### src/rtl/stc1_pkg.sv
// Shared types and defaults for the stc1 pad-ring stream bridge.
package stc1_pkg;

  typedef enum logic {
    IDLE = 1'b0,
    SEND = 1'b1
  } egress_state_e;

  localparam int PAD_W_DEF  = 8;
  localparam int WORD_W_DEF = 32;
  localparam int DEPTH_DEF  = 8;

  function automatic int stc1_beats(input int word_w, input int pad_w);
    return word_w / pad_w;
  endfunction

endpackage

### src/rtl/stc1_sync_fifo.sv
// Single-clock word FIFO; pointers carry one extra wrap bit so full/empty/level fall out of the difference.
module stc1_sync_fifo
  import stc1_pkg::*;
#(
  parameter int WIDTH = WORD_W_DEF,
  parameter int DEPTH = DEPTH_DEF
) (
  input  logic                         clk,
  input  logic                         rst,
  input  logic                         wr_en,
  input  logic [WIDTH-1:0]             wr_data,
  input  logic                         rd_en,
  output logic [WIDTH-1:0]             rd_data,
  output logic                         full,
  output logic                         empty,
  output logic [$clog2(DEPTH+1)-1:0]   level
);

  localparam int AW    = $clog2(DEPTH);
  localparam int LVL_W = $clog2(DEPTH+1);

  logic [WIDTH-1:0] mem [DEPTH];
  logic [AW:0]      wr_ptr;
  logic [AW:0]      rd_ptr;
  logic             wr_ok;
  logic             rd_ok;

  assign empty   = (wr_ptr == rd_ptr);
  assign full    = (wr_ptr[AW] != rd_ptr[AW]) && (wr_ptr[AW-1:0] == rd_ptr[AW-1:0]);
  assign level   = LVL_W'(wr_ptr - rd_ptr);
  assign rd_data = mem[rd_ptr[AW-1:0]];

  // A simultaneous pop frees the slot, so a push into a full FIFO still lands.
  assign wr_ok = wr_en && (!full || rd_en);
  assign rd_ok = rd_en && !empty;

  always_ff @(posedge clk or posedge rst) begin
    if (rst) begin
      wr_ptr <= '0;
      rd_ptr <= '0;
    end else begin
      if (wr_ok) wr_ptr <= wr_ptr + 1'b1;
      if (rd_ok) rd_ptr <= rd_ptr + 1'b1;
    end
  end

  always_ff @(posedge clk) begin
    if (wr_ok) mem[wr_ptr[AW-1:0]] <= wr_data;
  end

endmodule

### src/rtl/stc1_stream_bridge.sv
// Pad-width ingress assembly into words, FIFO buffering, and half-rate re-serialised egress.
// Optional egress parity is built when STC1_EGRESS_PARITY_EN is defined.
module stc1_stream_bridge
  import stc1_pkg::*;
#(
  parameter int PAD_W  = PAD_W_DEF,
  parameter int WORD_W = WORD_W_DEF,
  parameter int DEPTH  = DEPTH_DEF
) (
  input  logic                         ClkIngress,
  input  logic                         ARst,
  input  logic [PAD_W-1:0]             ID,
  input  logic                         IValid,
  input  logic                         ISof,
  output logic [PAD_W-1:0]             ED,
  output logic                         EValid,
  output logic                         EClk,
  input  logic                         EStall,
  output logic                         EPar,
  output logic                         Overflow,
  output logic [$clog2(DEPTH+1)-1:0]   Level
);

  localparam int BEATS = stc1_beats(WORD_W, PAD_W);
  localparam int CNT_W = (BEATS > 1) ? $clog2(BEATS) : 1;

  logic [CNT_W-1:0]  beat_cnt;
  logic [CNT_W-1:0]  slot;
  logic [WORD_W-1:0] asm_word;
  logic [WORD_W-1:0] asm_next;
  logic              word_done;

  logic              pop;
  logic              fifo_full;
  logic              fifo_empty;
  logic [WORD_W-1:0] fifo_rd_data;

  egress_state_e     state, state_nxt;
  logic              eclk_q;
  logic [CNT_W-1:0]  rem, rem_nxt;
  logic [WORD_W-1:0] shreg, sh_nxt;
  logic [PAD_W-1:0]  ed_p1, ed_nxt;
  logic              vld_p1, vld_nxt;
  logic              overflow_q;

  // Ingress: a start-of-word beat always lands in slot 0, discarding any partial word.
  always_comb begin
    slot      = ISof ? '0 : beat_cnt;
    asm_next  = asm_word;
    asm_next[int'(slot)*PAD_W +: PAD_W] = ID;
    word_done = IValid && (int'(slot) == BEATS - 1);
  end

  always_ff @(posedge ClkIngress or posedge ARst) begin
    if (ARst) beat_cnt <= '0;
    else if (IValid) beat_cnt <= word_done ? '0 : slot + 1'b1;
  end

  always_ff @(posedge ClkIngress) begin
    if (IValid) asm_word <= asm_next;
  end

  stc1_sync_fifo #(.WIDTH(WORD_W), .DEPTH(DEPTH)) u_fifo (
    .clk     (ClkIngress),
    .rst     (ARst),
    .wr_en   (word_done),
    .wr_data (asm_next),
    .rd_en   (pop),
    .rd_data (fifo_rd_data),
    .full    (fifo_full),
    .empty   (fifo_empty),
    .level   (Level)
  );

  // Egress: decisions are taken only on the edge that enters EClk-low (beat boundary).
  always_comb begin
    state_nxt = state;
    pop       = 1'b0;
    rem_nxt   = rem;
    sh_nxt    = shreg;
    ed_nxt    = ed_p1;
    vld_nxt   = vld_p1;
    if (eclk_q) begin
      vld_nxt = 1'b0;
      if (state == IDLE || rem == '0) begin
        if (!fifo_empty && !EStall) begin
          pop       = 1'b1;
          ed_nxt    = fifo_rd_data[PAD_W-1:0];
          sh_nxt    = fifo_rd_data >> PAD_W;
          rem_nxt   = CNT_W'(BEATS - 1);
          vld_nxt   = 1'b1;
          state_nxt = SEND;
        end else begin
          state_nxt = IDLE;
        end
      end else if (!EStall) begin
        ed_nxt  = shreg[PAD_W-1:0];
        sh_nxt  = shreg >> PAD_W;
        rem_nxt = rem - 1'b1;
        vld_nxt = 1'b1;
      end
    end
  end

  always_ff @(posedge ClkIngress or posedge ARst) begin
    if (ARst) begin
      state      <= IDLE;
      eclk_q     <= 1'b0;
      rem        <= '0;
      ed_p1      <= '0;
      vld_p1     <= 1'b0;
      overflow_q <= 1'b0;
    end else begin
      state  <= state_nxt;
      eclk_q <= ~eclk_q;
      rem    <= rem_nxt;
      ed_p1  <= ed_nxt;
      vld_p1 <= vld_nxt;
      if (word_done && fifo_full && !pop) overflow_q <= 1'b1;
    end
  end

  always_ff @(posedge ClkIngress) begin
    shreg <= sh_nxt;
  end

`ifdef STC1_EGRESS_PARITY_EN
  logic epar_p1;

  always_ff @(posedge ClkIngress or posedge ARst) begin
    if (ARst) epar_p1 <= 1'b0;
    else      epar_p1 <= ^ed_nxt;
  end

  assign EPar = epar_p1;
`else
  assign EPar = 1'b0;
`endif

  assign ED       = ed_p1;
  assign EValid   = vld_p1;
  assign EClk     = eclk_q;
  assign Overflow = overflow_q;

endmodule
### config.mk
export PLATFORM = sky130hd
export DESIGN_NAME = stc1_stream_bridge
export DESIGN_NICKNAME = d
export VERILOG_FILES = /design/src/rtl/stc1_pkg.sv /design/src/rtl/stc1_sync_fifo.sv /design/src/rtl/stc1_stream_bridge.sv
export SDC_FILE = /design/constraint.sdc
export NUM_CORES = 1
export LEC_CHECK = 0
export CAP_MARGIN = 0
export CORE_MARGIN = 2
export CORE_UTILIZATION = 50
export CTS_BUF_LIST = sky130_fd_sc_hd__clkbuf_8
export DETAILED_ROUTE_END_ITERATION = 8
export PLACE_DENSITY = 0.66
export REMOVE_ABC_BUFFERS = 1
export SYNTH_ARGS = -nofsm -noshare
export SYNTH_HDL_FRONTEND = slang
export SYNTH_HIERARCHICAL = 1
export SYNTH_SLANG_ARGS = --single-unit
### constraint.sdc
create_clock -name ClkIngress -period 12 [get_ports ClkIngress]
set_input_delay 3.6 -clock ClkIngress [delete_from_list [all_inputs] [get_ports ClkIngress]]
set_output_delay 3.6 -clock ClkIngress [all_outputs]
set_load 0.03 [all_outputs]
==> insert_results.sql <==
INSERT INTO impl_metrics (metric_group, metric, value, unit) VALUES
('synth', 'yosys_most_used_dff', 'sky130_fd_sc_hd__edfxtp_1', ''),
('cells_and_area', 'diodes', '0', ''),
('clock_tree', 'clkSlewWorstSetupHoldPaths', '60', 'ps'),
('power', 'power.ir.vdd_worst', '0.000118', 'V'),
('synth', 'count_of_flip_flops_with_a_built_in_enable_after_synthesis', '312', ''),
('timing', 'clock-skew-final', '12.4', 'ps'),
('die', 'pin_count', '29', ''),
('die', 'fp.coreArea', '26100', 'sq um'),
('setup_path', 'worst_setup_path_end_kind', 'primary output', ''),
('routing', 'wl_per_cell', '24.0', 'um'),
('clock_tree', 'worstSkewPairLatency', '560', 'ps'),
('die', 'initial_core_util', '51.1', '%'),
('clock_tree', 'cts-buffers-inserted', '51', ''),
('die', 'width_of_the_die', '167', 'um'),
('clock_tree', 'cts_tree', 'done', ''),
('timing', 'fmax', '146', 'MHz'),
('die', 'die_height', '167', 'um'),
('timing', 'timing_max_transition_violations_final', '0', ''),
('setup_path', 'cp_top_family', 'buffers and inverters', ''),
('routing', 'avgViaCountPerCell', '5.80', ''),
('run_status', 'violations', 'DRC', ''),
('synth', 'ys_async_sr_fraction', '7.14', '%'),
('synth', 'yosysTopAreaCellShare', '70.2', '%'),
('placed_design', 'gp_congestion', '0.762', ''),
('routing', 'initialDrtViolationCount', '691', ''),
('clock_tree', 'cts_resized', '0', ''),
('routing', 'detail_route.first_pass.iterations', '7', ''),
('routing', 'detail_route.drc_violations', '2', ''),
('synth', 'synth_area_leaders', 'sky130_fd_sc_hd__edfxtp_1, sky130_fd_sc_hd__mux4_2, sky130_fd_sc_hd__dfrtp_1, sky130_fd_sc_hd__nand2_1, sky130_fd_sc_hd__a22o_1', ''),
('timing', 'max-slew-margin-rel', '30.6', '%'),
('setup_path', 'crit_arrival', '3260', 'ps'),
('routing', 'vias', '6784', ''),
('setup_path', 'crit_path_top_delay_cell', 'sky130_fd_sc_hd__clkdlybuf4s50_1', ''),
('clock_tree', 'cts.sink_count', '336', ''),
('routing', 'drt_wl_total', '28100', 'um'),
('synth', 'synth.largest_area_cell', 'sky130_fd_sc_hd__edfxtp_1', ''),
('timing', 'setup-tns-final', '0', 'ps'),
('grt', 'grt.overflow.total', '0', ''),
('timing', 'setup_viol', '0', ''),
('grt', 'via_count_of_the_first_global_routing_pass', '7017', ''),
('timing', 'period_minus_slack', '6860', 'ps'),
('clock_tree', 'cts-root-buf', 'sky130_fd_sc_hd__clkbuf_8', ''),
('placed_design', 'detailedPlacementHpwl', '15100', 'um'),
('clock_tree', 'cts.hold.buffers_added', '0', ''),
('setup_path', 'critical_path.n_buffers_inverters', '4', ''),
('run_status', 'status', 'finished with violations', ''),
('clock_tree', 'cts.path.max_buffers', '3', ''),
('synth', 'synth.most_common_cell', 'sky130_fd_sc_hd__edfxtp_1', ''),
('cells_and_area', 'area.growth.synth_to_final', '12.4', '%'),
('timing', 'grt_setup_unrepaired', 'false', ''),
('cells_and_area', 'final_std_cell_area_no_fill', '15000', 'sq um'),
('setup_path', 'worstPathCellList', 'buf_4 -> clkinv_1 -> buf_4 -> ha_1 -> a21oi_1 -> xnor2_1 -> clkdlybuf4s50_1', ''),
('synth', 'cells_after_synthesis', '727', ''),
('cells_and_area', 'final_nets', '822', ''),
('placed_design', 'placed_area', '14000', 'sq um'),
('power', 'powerDensity', '215', 'nW/um^2'),
('hold_path', 'worstHoldPathType', 'flip-flop to flip-flop', ''),
('synth', 'ys_seq_area_share', '74.7', '%'),
('cells_and_area', 'layout-drive-gt1-share', '21.8', '%'),
('flow_run', 'max_cap_violations', '0', ''),
('setup_path', 'timing.reg2reg.setup_slack', '7860', 'ps'),
('grt', 'largest_net_degree_at_the_start_of_global_routing', '38', ''),
('synth', 'synth.lib_cells_used.distinct', '40', ''),
('setup_path', 'start_kind', 'flip-flop', ''),
('setup_path', 'required_time_of_the_critical_path', '8400', 'ps'),
('power', 'power.static_leakage', '5.30', 'nW'),
('timing', 'finalHoldViolations', '0', ''),
('routing', 'number_of_routed_nets_with_antenna_violations', '0', ''),
('synth', 'netlist_area', '13300', 'sq um'),
('setup_path', 'cp_common_cell', 'sky130_fd_sc_hd__buf_4', ''),
('setup_path', 'critical-path-max-stage-delay', '690', 'ps');
flip-flops by register name (all words and copies together), names as in the netlist:
register	cells
Overflow	1
rem	2
EClk	1
asm_word	32
u_fifo/mem	256
state	1
beat_cnt	2
u_fifo/rd_ptr	4
EValid	1
ED	8
shreg	24
u_fifo/wr_ptr	4
area by class of cell:
class / instances / area, sq um / area share (%)
flip-flops and latches: 336 / 9970 / 66.5
clock buffers: 57 / 785 / 5.23
clock inverters: 34 / 165 / 1.10
repair buffers: 46 / 408 / 2.72
inverters: 20 / 75.1 / 0.501
multi-input cells: 342 / 3170 / 21.2
well taps: 335 / 419 / 2.79
logic make-up (layout without fill, tap and decap cells):
kind of cell               count (synthesis)  count (layout)  share of synthesized area [%]
other                                      1               1                         0.0281
buffers and inverters                     49             157                           1.88
xor gates and xnor gates                  10              10                          0.656
DFF                                      336             336                           74.7
and+or+nand+nor                          192             192                           6.28
adders and majority gates                 12              12                           1.18
AOI/OAI and AO/OA                         45              45                           2.84
muxes                                     82              82                           12.4
through the flow:
step | hold WS (ps) | worst slack (ps) | total power [mW] | std cells | util (%)
finish | 475 | 5140 | 3.23 | 1170 | 57.4
global route | 493 | 4980 | 3.39 | 1170 | 57.4
CTS | 479 | 5100 | 3.26 | 1170 | 57.4
detailed placement | 465 | 5320 | 2.39 | 1079 | 53.8
global placement | 458 | 5410 | 2.37 | 1079 | 53.8
floorplan | 479 | 3910 | 2.12 | 698 | -
per-layer routing:
| metal | share of wire [%] | vias up | global-route usage (%) |
|---|---|---|---|
| met4 | 1.8 | 0 | 5.67 |
| met2 | 49 | 234 | 34.5 |
| met5 | 0 | - | 0 |
| met1 | 42 | 3554 | 27.7 |
| met3 | 6.9 | 43 | 3.62 |
| li1 | - | 2953 | - |
report_power, final:
| part | switching, mW | internal [mW] |
|---|---|---|
| logic | 0.487 | 0.405 |
| clock network | 0.416 | 0.455 |
| registers | 0.0934 | 1.37 |
| total | 0.997 | 2.23 |
worst paths after layout:
path,startpoint,endpoint,cells past startpoint
hold / removal,EValid,EValid,1
setup / recovery,u_fifo/rd_ptr[2],Level[3],7
hold reg to reg,EValid,EValid,1
max in group asynchronous,ARst,ED[2],2
setup reg to reg,u_fifo/rd_ptr[2],u_fifo/mem[5][25],10
min in group asynchronous,ARst,u_fifo/rd_ptr[0],2
placed cells by master, fill, tap and decap left out, drive strengths merged, types with 2 or more instances in the layout:
cell / n
dfrtp: 24
nand3: 6
edfxtp: 312
clkbuf: 57
nor2: 8
mux2: 18
clkinv: 16
inv: 37
mux4: 64
nand2: 150
buf: 20
nor4: 4
nand2b: 5
and2: 9
xnor2: 7
a21oi: 3
o21ai: 3
a22o: 32
clkdlybuf4s50: 26
nor3: 8
ha: 11
xor2: 3
a21o: 2
Note: power is estimated with default switching activity, not from simulation.
